### src/rtl/alu_pkg.sv
// Shared constants for the Sequential_ALU op dispatcher: opcodes, FSM state
// encoding and the default datapath width.
package alu_pkg;

  localparam int DEFAULT_WIDTH = 4;

  localparam logic [DEFAULT_WIDTH-1:0] OP_ADD = 4'd0;
  localparam logic [DEFAULT_WIDTH-1:0] OP_SUB = 4'd1;
  localparam logic [DEFAULT_WIDTH-1:0] OP_MUL = 4'd2;
  localparam logic [DEFAULT_WIDTH-1:0] OP_DIV = 4'd3;

  typedef logic [2:0] state_t;

  localparam state_t ST_IDLE  = 3'd0;
  localparam state_t ST_CLR   = 3'd1;
  localparam state_t ST_SETUP = 3'd2;
  localparam state_t ST_START = 3'd3;
  localparam state_t ST_WAIT  = 3'd4;

endpackage

### src/rtl/alu_req_fifo.sv
// Request FIFO for the dispatcher, holding packed {opcode, in1, in2} words.
// No bypass; pointers wrap modulo DEPTH, which must be a power of two.
module alu_req_fifo #(
  parameter int DW    = 12,
  parameter int DEPTH = 4,
  localparam int AW   = $clog2(DEPTH),
  localparam int CW   = $clog2(DEPTH + 1)
) (
  input  logic          clk,
  input  logic          i_rst_n,
  input  logic          i_push,
  input  logic [DW-1:0] i_data,
  input  logic          i_pop,
  output logic [DW-1:0] o_data,
  output logic [CW-1:0] o_count,
  output logic          o_full,
  output logic          o_empty
);

  logic [DW-1:0] r_mem [DEPTH];
  logic [AW-1:0] r_wr_ptr;
  logic [AW-1:0] r_rd_ptr;
  logic [CW-1:0] r_count;
  logic          w_push;
  logic          w_pop;

  assign w_push = i_push && !o_full;
  assign w_pop  = i_pop && !o_empty;

  always_ff @(posedge clk) begin
    if (w_push) r_mem[r_wr_ptr] <= i_data;
  end

  always_ff @(posedge clk or negedge i_rst_n) begin
    if (!i_rst_n) begin
      r_wr_ptr <= '0;
      r_rd_ptr <= '0;
      r_count  <= '0;
    end else begin
      if (w_push) r_wr_ptr <= r_wr_ptr + AW'(1);
      if (w_pop)  r_rd_ptr <= r_rd_ptr + AW'(1);
      case ({w_push, w_pop})
        2'b10:   r_count <= r_count + CW'(1);
        2'b01:   r_count <= r_count - CW'(1);
        default: r_count <= r_count;
      endcase
    end
  end

  assign o_data  = r_mem[r_rd_ptr];
  assign o_count = r_count;
  assign o_full  = (r_count == CW'(DEPTH));
  assign o_empty = (r_count == '0);

endmodule

### src/rtl/alu_op_dispatcher.sv
// Issue stage for Sequential_ALU: queues requests, replays clear/gap/start/wait
// per job and holds each result. Define ALU_TIMEOUT_EN for the WAIT watchdog.
module alu_op_dispatcher
  import alu_pkg::*;
#(
  parameter int WIDTH   = DEFAULT_WIDTH,
  parameter int DEPTH   = 4,
  parameter int TIMEOUT = 64
) (
  input  logic                       clk,
  input  logic                       reset,
  input  logic                       req_valid,
  output logic                       req_ready,
  input  logic [WIDTH-1:0]           req_opcode,
  input  logic [WIDTH-1:0]           req_in1,
  input  logic [WIDTH-1:0]           req_in2,
  output logic                       alu_reset,
  output logic                       alu_start,
  output logic [WIDTH-1:0]           alu_opcode,
  output logic [WIDTH-1:0]           alu_in1,
  output logic [WIDTH-1:0]           alu_in2,
  input  logic                       alu_done,
  input  logic [WIDTH-1:0]           alu_high,
  input  logic [WIDTH-1:0]           alu_low,
  input  logic                       alu_flag,
  output logic                       rsp_valid,
  input  logic                       rsp_ready,
  output logic [WIDTH-1:0]           rsp_opcode,
  output logic [WIDTH-1:0]           rsp_high,
  output logic [WIDTH-1:0]           rsp_low,
  output logic                       rsp_flag,
  output logic                       rsp_err,
  output logic [$clog2(DEPTH+1)-1:0] count,
  output logic                       busy
);

  localparam int DW = 3 * WIDTH;

  state_t           r_state;
  logic [WIDTH-1:0] r_job_op, r_job_in1, r_job_in2;
  logic             r_alu_reset, r_alu_start;
  logic             r_rsp_valid, r_rsp_flag, r_rsp_err;
  logic [WIDTH-1:0] r_rsp_op, r_rsp_high, r_rsp_low;
  logic [DW-1:0]    w_head;
  logic             w_full, w_empty, w_pop, w_slot_free, w_expired, w_load;

  alu_req_fifo #(.DW(DW), .DEPTH(DEPTH)) u_fifo (
    .clk     (clk),
    .i_rst_n (reset),
    .i_push  (req_valid),
    .i_data  ({req_opcode, req_in1, req_in2}),
    .i_pop   (w_pop),
    .o_data  (w_head),
    .o_count (count),
    .o_full  (w_full),
    .o_empty (w_empty)
  );

  assign w_pop       = (r_state == ST_IDLE) && !w_empty;
  // Slot counts as free when the held response leaves on this same edge.
  assign w_slot_free = !r_rsp_valid || rsp_ready;
  assign w_load      = (r_state == ST_WAIT) && w_slot_free && (alu_done || w_expired);

`ifdef ALU_TIMEOUT_EN
  localparam int TW = $clog2(TIMEOUT + 1);
  logic [TW-1:0] r_tmo_cnt;

  // Counter saturates at expiry so a blocked error response waits without wrapping.
  always_ff @(posedge clk or negedge reset) begin
    if (!reset) begin
      r_tmo_cnt <= '0;
    end else if (r_state == ST_START) begin
      r_tmo_cnt <= TW'(1);
    end else if (r_state == ST_WAIT && !w_expired) begin
      r_tmo_cnt <= r_tmo_cnt + TW'(1);
    end
  end

  assign w_expired = (r_tmo_cnt >= TW'(TIMEOUT - 1));
`else
  logic w_unused_timeout;
  assign w_unused_timeout = ^TIMEOUT;
  assign w_expired        = 1'b0;
`endif

  always_ff @(posedge clk or negedge reset) begin
    if (!reset) begin
      r_state     <= ST_IDLE;
      r_job_op    <= '0;
      r_job_in1   <= '0;
      r_job_in2   <= '0;
      r_alu_reset <= 1'b1;
      r_alu_start <= 1'b0;
    end else begin
      case (r_state)
        ST_IDLE: begin
          if (w_pop) begin
            r_job_op    <= w_head[3*WIDTH-1:2*WIDTH];
            r_job_in1   <= w_head[2*WIDTH-1:WIDTH];
            r_job_in2   <= w_head[WIDTH-1:0];
            r_alu_reset <= 1'b1;
            r_state     <= ST_CLR;
          end else begin
            r_alu_reset <= 1'b0;
          end
        end
        ST_CLR: begin
          r_alu_reset <= 1'b0;
          r_state     <= ST_SETUP;
        end
        ST_SETUP: begin
          r_alu_start <= 1'b1;
          r_state     <= ST_START;
        end
        ST_START: begin
          r_alu_start <= 1'b0;
          r_state     <= ST_WAIT;
        end
        ST_WAIT: begin
          if (w_load) r_state <= ST_IDLE;
        end
        default: r_state <= ST_IDLE;
      endcase
    end
  end

  always_ff @(posedge clk or negedge reset) begin
    if (!reset) begin
      r_rsp_valid <= 1'b0;
      r_rsp_op    <= '0;
      r_rsp_high  <= '0;
      r_rsp_low   <= '0;
      r_rsp_flag  <= 1'b0;
      r_rsp_err   <= 1'b0;
    end else if (w_load) begin
      r_rsp_valid <= 1'b1;
      r_rsp_op    <= r_job_op;
      // A real done always wins over a simultaneous watchdog expiry.
      if (alu_done) begin
        r_rsp_high <= alu_high;
        r_rsp_low  <= alu_low;
        r_rsp_flag <= alu_flag;
        r_rsp_err  <= 1'b0;
      end else begin
        r_rsp_high <= '0;
        r_rsp_low  <= '0;
        r_rsp_flag <= 1'b0;
        r_rsp_err  <= 1'b1;
      end
    end else if (rsp_ready) begin
      r_rsp_valid <= 1'b0;
    end
  end

  assign req_ready  = !w_full;
  assign alu_reset  = r_alu_reset;
  assign alu_start  = r_alu_start;
  assign alu_opcode = r_job_op;
  assign alu_in1    = r_job_in1;
  assign alu_in2    = r_job_in2;
  assign rsp_valid  = r_rsp_valid;
  assign rsp_opcode = r_rsp_op;
  assign rsp_high   = r_rsp_high;
  assign rsp_low    = r_rsp_low;
  assign rsp_flag   = r_rsp_flag;
  assign rsp_err    = r_rsp_err;
  assign busy       = (r_state != ST_IDLE);

endmodule

### config.mk
export PLATFORM = sky130hd
export DESIGN_NAME = alu_op_dispatcher
export DESIGN_NICKNAME = d
export VERILOG_FILES = /design/src/rtl/alu_pkg.sv /design/src/rtl/alu_req_fifo.sv /design/src/rtl/alu_op_dispatcher.sv
export SDC_FILE = /design/constraint.sdc
export NUM_CORES = 1
export LEC_CHECK = 0
export CORE_MARGIN = 1
export CORE_UTILIZATION = 28
export DETAILED_ROUTE_END_ITERATION = 16
export PLACE_DENSITY = 0.58
export SYNTH_ARGS = -nofsm -noshare
export SYNTH_HDL_FRONTEND = slang
export SYNTH_SLANG_ARGS = --single-unit
### constraint.sdc
create_clock -name clk -period 5.25 [get_ports clk]
set_input_delay 0.7875 -clock clk [delete_from_list [all_inputs] [get_ports clk]]
set_output_delay 0.7875 -clock clk [all_outputs]
set_load 0.01 [all_outputs]
# == Word level (Yosys, flattened, before mapping) ==
# Memories as Yosys holds them, arrays and structs flattened. A register that Yosys moved wholly into a read port is not among the register bits.
# Index checks and enable logic that the tools add are counted.
# totals
reg_bits,27
mem_bits_rw,48
in_bits,26
out_inout_bits,34
word_cells,60
mem_count,1
# op_classes
add_sub_neg,4
n_eq_ne,9
mux,15
n_reduce_logical,19
# mem_list
memory,words,word_bits,read_ports,rd_ports_with_merged_regs,wr,line_no,text
u_fifo.r_mem,4,12,1,1,1,alu_req_fifo.sv:20,logic [DW-1:0] r_mem [DEPTH];
# ops
operator,count
case mux 3 bit (5 select lines),1
two-way mux 4 bit,2
nonzero test 2 bit,4
two-way mux 1 bit,7
"equality test 3 x 2 -> 1 bit, second input constant",2
"equality test 3 bit, second input constant",2
zero test 3 bit,2
two-way mux 3 bit,2
case mux 3 bit (2 select lines),1
logical AND 1 bit,5
"adder 2 x 1 -> 2 bit, second input constant",2
zero test 1 bit,4
case mux 1 bit (2 select lines),2
AND reduction 2 bit,2
"adder 3 x 1 -> 3 bit, second input constant",1
"equality test 3 x 1 -> 1 bit, second input constant",1
nonzero test 3 bit,1
"subtractor 3 x 1 -> 3 bit, second input constant",1
"equality test 2 x 1 -> 1 bit, second input constant",1
"equality test 2 bit, second input constant",1
"inequality test 2 x 1 -> 1 bit, second input constant",1
"inequality test 2 bit, second input constant",1
logical OR 1 bit,1

# == Longest topological paths before layout ==
# Gate-level depths: netlist (run 1).
# logic_depth
word_depth,6
mapped_depth,9

# == Cells and area by module ==
# A second synthesis (run 1) with hierarchy kept.
# unflattened
cells_unflattened,180
hier_area_um2,3484.6
# modules_own_cells
module,n_inst,cells_per_inst,area_per_inst_um2
alu_req_fifo,1,101,2163.3
alu_op_dispatcher,1,79,1321.3

# == Worst setup path before layout (run 1) ==
# No wires, ideal clock.
# synth_path
kind,register -> register
startpoint,reg r_state[2]
endpoint,"reg u_fifo.r_count[2], in the netlist u_fifo.o_count[2]"
setup_ps,79
arrival_ps,2168
path_slack_ps,3002
stages_incl_launch_ff,10
path_buffers,1
period_less_slack_ps,2248
cell_sequence,dfrtp_1 -> or3_4 -> nor2_8 -> buf_12 -> ha_1 -> inv_1 -> fa_1 -> xor2_1 -> nor2_1 -> xor2_1
# synth_via
elab_chain_cells,5
word_cells_on_any_way,7
classes_between,eq/ne: 2; mux: 1; reduce/logical: 4
# synth_lines
item,line_no,text
start: declaration,alu_op_dispatcher.sv:39,state_t r_state;
start signal: assignment,alu_op_dispatcher.sv:88,r_state <= ST_IDLE;
start signal: assignment,alu_op_dispatcher.sv:102,r_state <= ST_CLR;
start signal: assignment,alu_op_dispatcher.sv:109,r_state <= ST_SETUP;
zero test 3 bit *,alu_op_dispatcher.sv:59,assign w_pop = (r_state == ST_IDLE) && !w_empty;
logical AND 1 bit *,alu_op_dispatcher.sv:59,
logical AND 1 bit *,alu_req_fifo.sv:28,assign w_pop = i_pop && !o_empty;
named net u_fifo.w_pop,alu_req_fifo.sv:25,logic w_pop;
equality test 2 x 1 -> 1 bit or equality test 2 bit (tied branches),alu_req_fifo.sv:42,"case ({w_push, w_pop})"
case mux 3 bit (2 select lines) or nonzero test 2 bit (tied branches),--,
end signal: assignment,alu_req_fifo.sv:43,2'b10: r_count <= r_count + CW'(1);
end signal: assignment,alu_req_fifo.sv:44,2'b01: r_count <= r_count - CW'(1);
end signal: assignment,alu_req_fifo.sv:45,default: r_count <= r_count;
end: declaration,alu_req_fifo.sv:23,logic [CW-1:0] r_count;
# Mark *: on every way through the listed nets, which the timed path passes. The rest lies on a longest branch.
# A chain may end at the register's enable or synchronous reset.

# == Worst setup path after layout (run 1) ==
# layout_path
startpoint,reg r_state[2]
endpoint,out busy
# layout_via
elab_chain_cells,1
# layout_lines
item,line_no,text
nonzero test 3 bit,alu_op_dispatcher.sv:167,assign busy = (r_state != ST_IDLE);
end: declaration,alu_op_dispatcher.sv:34,output logic busy
# No other way between the ends.

==> flow_metrics.py, run 1 <==
metrics = {
    "setup_path": {
        "cp.required_ns": 4.46,
        "max_stage_delay_ns": 0.51,
        "crit_buf_inv": 1,
        "crit_chain": "or3_4 -> clkdlybuf4s50_1",
        "setup.reg_to_reg.worst_slack_ns": 2.81,
        "crit_family": "buffers and inverters",
        "cpMaxStageDelayCell": "clkdlybuf4s50_1",
        "path_depth": 2,
        "worstSetupPathType": "reg -> out",
        "worstReg2RegStart": "r_state[2]",
        "worstPathMaxFanout": 7,
        "reg2reg_depth": 8,
        "timing.rr.end": "u_fifo.o_count[2]",
        "startpoint_type": "flop",
        "worstSetupEndpointType": "output port",
        "cp.arrival_ns": 1.76,
    },
    "global_routing": {
        "gr-max-usage-layer": "met2",
        "grt_antenna_before_repair": 0,
        "use_met2_pct": 16.8,
        "grt_max_degree": 40,
        "grt_pass1_vias": 1784,
        "grt_usage_pct": 10.0,
        "grt_pass1_wl_mm": 9.40,
        "grt_use_met3_pct": 3.73,
        "grt_use_met1_pct": 11.9,
        "grt-ovfl-total": 0,
    },
    "flow_run": {
        "max_cap_violations": 0,
    },
    "sta": {
        "setup_viol": 0,
        "setup_tns_ns": 0,
        "period_share_pct": 48.4,
        "fin_crit_ns": 2.54,
        "worst_pin_slew_ns": 0.910,
        "slew_violations": 0,
        "rsz0062_at_grt": "no",
        "hold_violations": 0,
        "max_freq_ghz": 0.393,
        "skew_ns": 0.00537,
        "maxSlewHeadroom_pct": 39.3,
    },
    "yosys": {
        "yosysTopAreaCellShare_pct": 42.1,
        "synth.area.top_cells": "edfxtp_1, dfrtp_1, mux4_2, mux2_2, mux2_4",
        "ys_top_cells_by_count": "edfxtp_1, dfrtp_1, mux2_2",
        "synth.most_common_cell": "edfxtp_1",
        "synth_seq_area_share_pct": 70.7,
        "synth-edff-count": 48,
        "synthArstFlopShare_pct": 44.8,
        "syn_avg_cell_area_um2": 19.5,
        "yosysUniqueCellTypes": 31,
        "yosys_warnings": 0,
        "synthFlopType": "edfxtp_1",
        "syn-cell-area_um2": 3420,
        "synthCells": 176,
        "syn_nets": 208,
        "ys_ff_latch": 87,
        "synth_top_area_cell": "edfxtp_1",
    },
    "detailed_routing": {
        "dr.first_iter.drc_count": 92,
        "ant_nets": 0,
        "via_per_inst": 4.33,
        "detail_route.wl_per_cell_um": 14.8,
        "first_pass_iters": 4,
        "totalWireLength_mm": 5.81,
        "vias": 1700,
        "drc": 0,
    },
    "floorplanning": {
        "die_area_um2": 12700,
        "core_area_um2": 12000,
        "io_pins": 60,
        "start_util_pct": 28.6,
        "rows": 40,
        "die-width_um": 113,
        "dieHeight_um": 113,
    },
    "min_path": {
        "min-delay-start": "rsp_err",
        "hold_depth": 1,
        "min_path_type": "reg -> reg",
        "whs_endpoint": "rsp_err",
    },
    "cts": {
        "clock_path_buffers": 2,
        "clk_latency_ns": 0.32,
        "htree_num_levels": 3,
        "cts_hold_buf": 0,
        "clk_root_buffer_cell": "clkbuf_16",
        "numCtsBuffers": 9,
        "cts.sinks": 87,
        "cts_tree": "done",
        "clk_pin_slew_ns": 0.06,
        "postCtsResizedCells": 0,
        "cts_setup_buffers": 0,
    },
    "placed_design": {
        "port_buffers": 59,
        "hpwl_mm": 3.77,
        "numPlacedInstances": 377,
        "gp_congestion": 0.682,
    },
    "final_layout": {
        "stdcell_count": 393,
        "fill_cells": 1153,
        "diodes": 0,
        "drive_gt1_share_pct": 24.8,
        "area_growth_pct": 29.5,
        "num-nets-final": 273,
    },
    "power_and_ir_drop": {
        "p_clk_share_pct": 22.6,
        "seqPwrFrac_pct": 42.5,
        "ir_drop_mv": 0.158,
        "switchingPower_w": 0.000772,
        "power_density_nw_per_um2": 601,
        "leakage_nw": 1.70,
        "switching_share_pct": 28.9,
        "pwr-share-comb_pct": 34.9,
        "power.internal_w": 0.00189,
    },
    "status": {
        "outcome": "finished clean",
    },
}
[power by group through the flow]
stage | Clock (W) | Sequential (W) | Combinational, W
after floorplan | 0 | 0.00113 | 0.000594
after global placement | 0 | 0.00114 | 0.000934
after detailed placement | 0 | 0.00115 | 0.000948
after CTS | 0.000621 | 0.00114 | 0.000950
after global routing | 0.000646 | 0.00118 | 0.00101
final | 0.000604 | 0.00113 | 0.000930
[flip-flops by register name, summed over array words and instances (netlist names), 2 cells and up]
register	flops
rsp_opcode	4
r_state	3
alu_in1	4
alu_opcode	4
rsp_low	4
u_fifo.o_count	3
rsp_high	4
u_fifo.r_rd_ptr	2
u_fifo.r_mem	48
alu_in2	4
u_fifo.r_wr_ptr	2
[layout by cell type, fill, tap and decap left out]
master / n
o21ai_0: 2
mux2_4: 8
nand4_2: 1
fa_1: 1
a211oi_1: 1
clkbuf_16: 10
edfxtp_1: 48
nand2b_1: 1
and3_1: 4
and2_4: 1
buf_2: 1
mux2i_1: 2
inv_4: 2
clkdlybuf4s50_1: 58
ha_1: 5
mux4_2: 12
or3b_1: 1
nand2_1: 2
xor2_1: 4
or3_4: 1
and2_1: 1
dfstp_2: 1
xnor2_1: 3
inv_1: 8
clkinv_2: 3
a32o_1: 1
nor2_1: 4
dfrtp_1: 38
nor2_8: 1
nor3_2: 1
nor3b_1: 1
clkbuf_8: 1
mux2_2: 18
[metrics by stage]
stage                     setup WS (ns)  power (W)  utilization, %  hold WS [ns]  instance area [um^2]
after detailed placement           2.66    0.00210            34.6         0.470                  4140
after global routing               2.65    0.00283            37.1         0.532                  4430
after CTS                          2.69    0.00271            37.1         0.487                  4430
after global placement             2.72    0.00208            34.6         0.469                  4140
after floorplan                    3.00    0.00172               -         0.492                  3420
final                              2.71    0.00267            37.1         0.482                  4430
[how the worst max path moves through the flow]
| stage | from | end | slack, ns |
|---|---|---|---|
| after global routing | r_state[2] | busy | 2.65 |
| final | r_state[2] | busy | 2.71 |
| after global placement | req_valid | u_fifo.o_count[2] | 2.72 |
| after CTS | r_state[2] | busy | 2.69 |
| after floorplan | r_state[2] | u_fifo.o_count[2] | 3.00 |
| after detailed placement | req_valid | u_fifo.o_count[2] | 2.66 |
[final cells by class]
class	count	area, um^2	area share, %
Inverter	8	30.0	0.677
Timing Repair Buffer	59	586	13.2
Clock inverter	5	27.5	0.621
Clock buffer	11	264	5.96
Multi-Input combinational cell	76	923	20.8
Tap cell	147	184	4.15
Sequential cell	87	2420	54.6
[metal layers]
layer  wire, um  vias up
met5          0        -
met4         34        0
met3        399        4
met2       2860       62
met1       2510      846
li1           -      788
[cell families after synthesis]
| group | after synthesis | share of synthesized area (%) |
|---|---|---|
| xor+xnor | 7 | 1.79 |
| compound gates | 4 | 0.804 |
| simple gates | 19 | 4.06 |
| flops | 87 | 70.7 |
| buf+inv | 13 | 2.38 |
| mux | 40 | 17.9 |
| fa+ha+maj | 6 | 2.41 |
Note: power is estimated with default switching activity, not from simulation.
==> run 2, diff against run 1 <==
==> constraint.sdc (replaced) <==
create_clock -name clk -period 2.4 [get_ports clk]
set_input_delay 0.36 -clock clk [delete_from_list [all_inputs] [get_ports clk]]
set_output_delay 0.36 -clock clk [all_outputs]
set_load 0.01 [all_outputs]
==> flow_metrics.py, run 2 (synthesized netlist as in run 1, its figures left out) <==
metrics = {
    "power_and_ir_drop": {
        "power.internal_w": 0.00435,
        "pwr-share-comb_pct": 36.6,
        "switching_share_pct": 28.6,
        "switchingPower_w": 0.00174,
        "seqPwrFrac_pct": 39.3,
        "ir_drop_mv": 0.462,
        "p_clk_share_pct": 24.1,
        "leakage_nw": 1.75,
        "power_density_nw_per_um2": 1340,
    },
    "cts": {
        "clk_latency_ns": 0.33,
        "clk_pin_slew_ns": 0.06,
        "htree_num_levels": 3,
        "cts_tree": "done",
        "cts.sinks": 87,
        "clock_path_buffers": 2,
        "cts_setup_buffers": 0,
        "cts_hold_buf": 0,
        "numCtsBuffers": 9,
        "clk_root_buffer_cell": "clkbuf_16",
        "postCtsResizedCells": 0,
    },
    "sta": {
        "period_share_pct": 93.0,
        "max_freq_ghz": 0.448,
        "setup_ws_ns": 0.168,
        "slew_violations": 0,
        "maxSlewHeadroom_pct": 40.3,
        "setup_tns_ns": 0,
        "fin_crit_ns": 2.23,
        "setup_viol": 0,
        "hold_violations": 0,
        "rsz0062_at_grt": "no",
        "skew_ns": 0.00741,
        "worst_pin_slew_ns": 0.895,
    },
    "detailed_routing": {
        "dr.first_iter.drc_count": 51,
        "vias": 1758,
        "detail_route.wl_per_cell_um": 15.2,
        "via_per_inst": 4.38,
        "ant_nets": 0,
        "totalWireLength_mm": 6.11,
        "drc": 0,
        "first_pass_iters": 4,
    },
    "setup_path": {
        "startpoint_type": "flop",
        "cp.required_ns": 2.66,
        "cp.arrival_ns": 2.49,
        "crit_chain": "or3b_1 -> and2_4 -> inv_1 -> ha_1 -> inv_1 -> fa_1 -> xor2_1 -> nor2_1 -> xor2_1",
        "worstPathMaxFanout": 6,
        "cpMaxStageDelayCell": "or3b_1",
        "max_stage_delay_ns": 0.45,
        "worstSetupEndpointType": "flop",
        "worstSetupPathType": "reg -> reg",
    },
    "global_routing": {
        "grt_usage_pct": 10.4,
        "grt_pass1_wl_mm": 9.81,
        "grt_pass1_vias": 1879,
        "grt_antenna_before_repair": 0,
        "grt-ovfl-total": 0,
        "grt_max_degree": 40,
    },
    "floorplanning": {
        "start_util_pct": 28.6,
        "die-width_um": 113,
        "rows": 40,
        "core_area_um2": 12000,
        "dieHeight_um": 113,
        "die_area_um2": 12700,
        "io_pins": 60,
    },
    "final_layout": {
        "final_common_cell": "clkdlybuf4s50_1",
        "layout_common_cells": "clkdlybuf4s50_1, edfxtp_1, dfrtp_1",
        "area_growth_pct": 32.5,
        "diodes": 0,
        "drive_gt1_share_pct": 26.8,
        "top_register": "u_fifo.r_mem",
        "largest_register_ffs": 48,
        "postLayoutCoreUtil_pct": 37.9,
        "num-nets-final": 281,
    },
    "placed_design": {
        "port_buffers": 59,
        "hpwl_mm": 4.02,
        "pre_cts_ws_ns": 0.174,
        "gp_congestion": 0.679,
    },
    "flow_run": {
        "max_cap_violations": 0,
    },
    "min_path": {
        "min_path_type": "in -> async",
    },
    "status": {
        "outcome": "finished clean",
    },
}
-- run 2: worst max-delay path: cells and delay by family, from the launching register on --
kind                     cells  cell delay (ns)
adder cells (fa/ha/maj)      2             0.53
buffers and inverters        2             0.11
XOR/XNOR                     2             0.31
AND/OR/NAND/NOR              3             0.77
flip-flops                   1             0.43
-- run 2: area by class of cell --
class | count | area (um^2)
Tap cell | 147 | 184
Sequential cell | 87 | 2420
Timing Repair Buffer | 67 | 646
Fill cell | 1123 | 7430
Multi-Input combinational cell | 76 | 923
Clock inverter | 2 | 15.0
Inverter | 8 | 30.0
Clock buffer | 14 | 318
-- run 2: metrics by stage --
step	hold WS, ns	total power [W]	area [um^2]	instances
after detailed placement	0.470	0.00469	4200	385
after global routing	0.217	0.00643	4530	401
after floorplan	0.0644	0.00377	3420	176
final	0.148	0.00609	4530	401
after CTS	0.191	0.00619	4530	401
after global placement	0.468	0.00463	4200	385
-- run 2: final timing paths --
check | to | cells past startpoint | start | slack, ns
worst max-delay path | u_fifo.o_count[2] | 9 | u_fifo.o_count[0] | 0.17
worst min-delay path | rsp_high[2] | 1 | reset | 0.15
worst max register to register | u_fifo.o_count[2] | 9 | u_fifo.o_count[0] | 0.17
worst min register to register | rsp_err | 1 | rsp_err | 0.48
max in group asynchronous | alu_in1[2] | 1 | reset | 1.67
min in group clk | rsp_err | 1 | rsp_err | 0.48
-- run 2: per-layer routing --
layer | GRT usage (%) | wire length, um
met3 | 3.73 | 326
met1 | 12.1 | 2590
met4 | 4.44 | 134
met5 | 0 | 0
met2 | 17.4 | 3060
-- run 2: power groups by stage --
stage	clock network [W]	registers [W]	logic, W
3_5_place_dp	0	0.00243	0.00227
3_3_place_gp	0	0.00240	0.00223
6_report	0.00147	0.00240	0.00223
5_1_grt	0.00156	0.00247	0.00240
4_1_cts	0.00151	0.00241	0.00227
2_1_floorplan	0	0.00247	0.00130
==> run 3, diff against run 2 <==
--- a/config.mk
+++ b/config.mk
@@ -8,6 +8,7 @@
 export CORE_MARGIN = 1
 export CORE_UTILIZATION = 28
 export DETAILED_ROUTE_END_ITERATION = 16
+export HOLD_SLACK_MARGIN = 0.1
 export PLACE_DENSITY = 0.58
 export SYNTH_ARGS = -nofsm -noshare
 export SYNTH_HDL_FRONTEND = slang
==> results of run 3 <==
No change in the layout: final DEF, timing and power equal those of run 2.
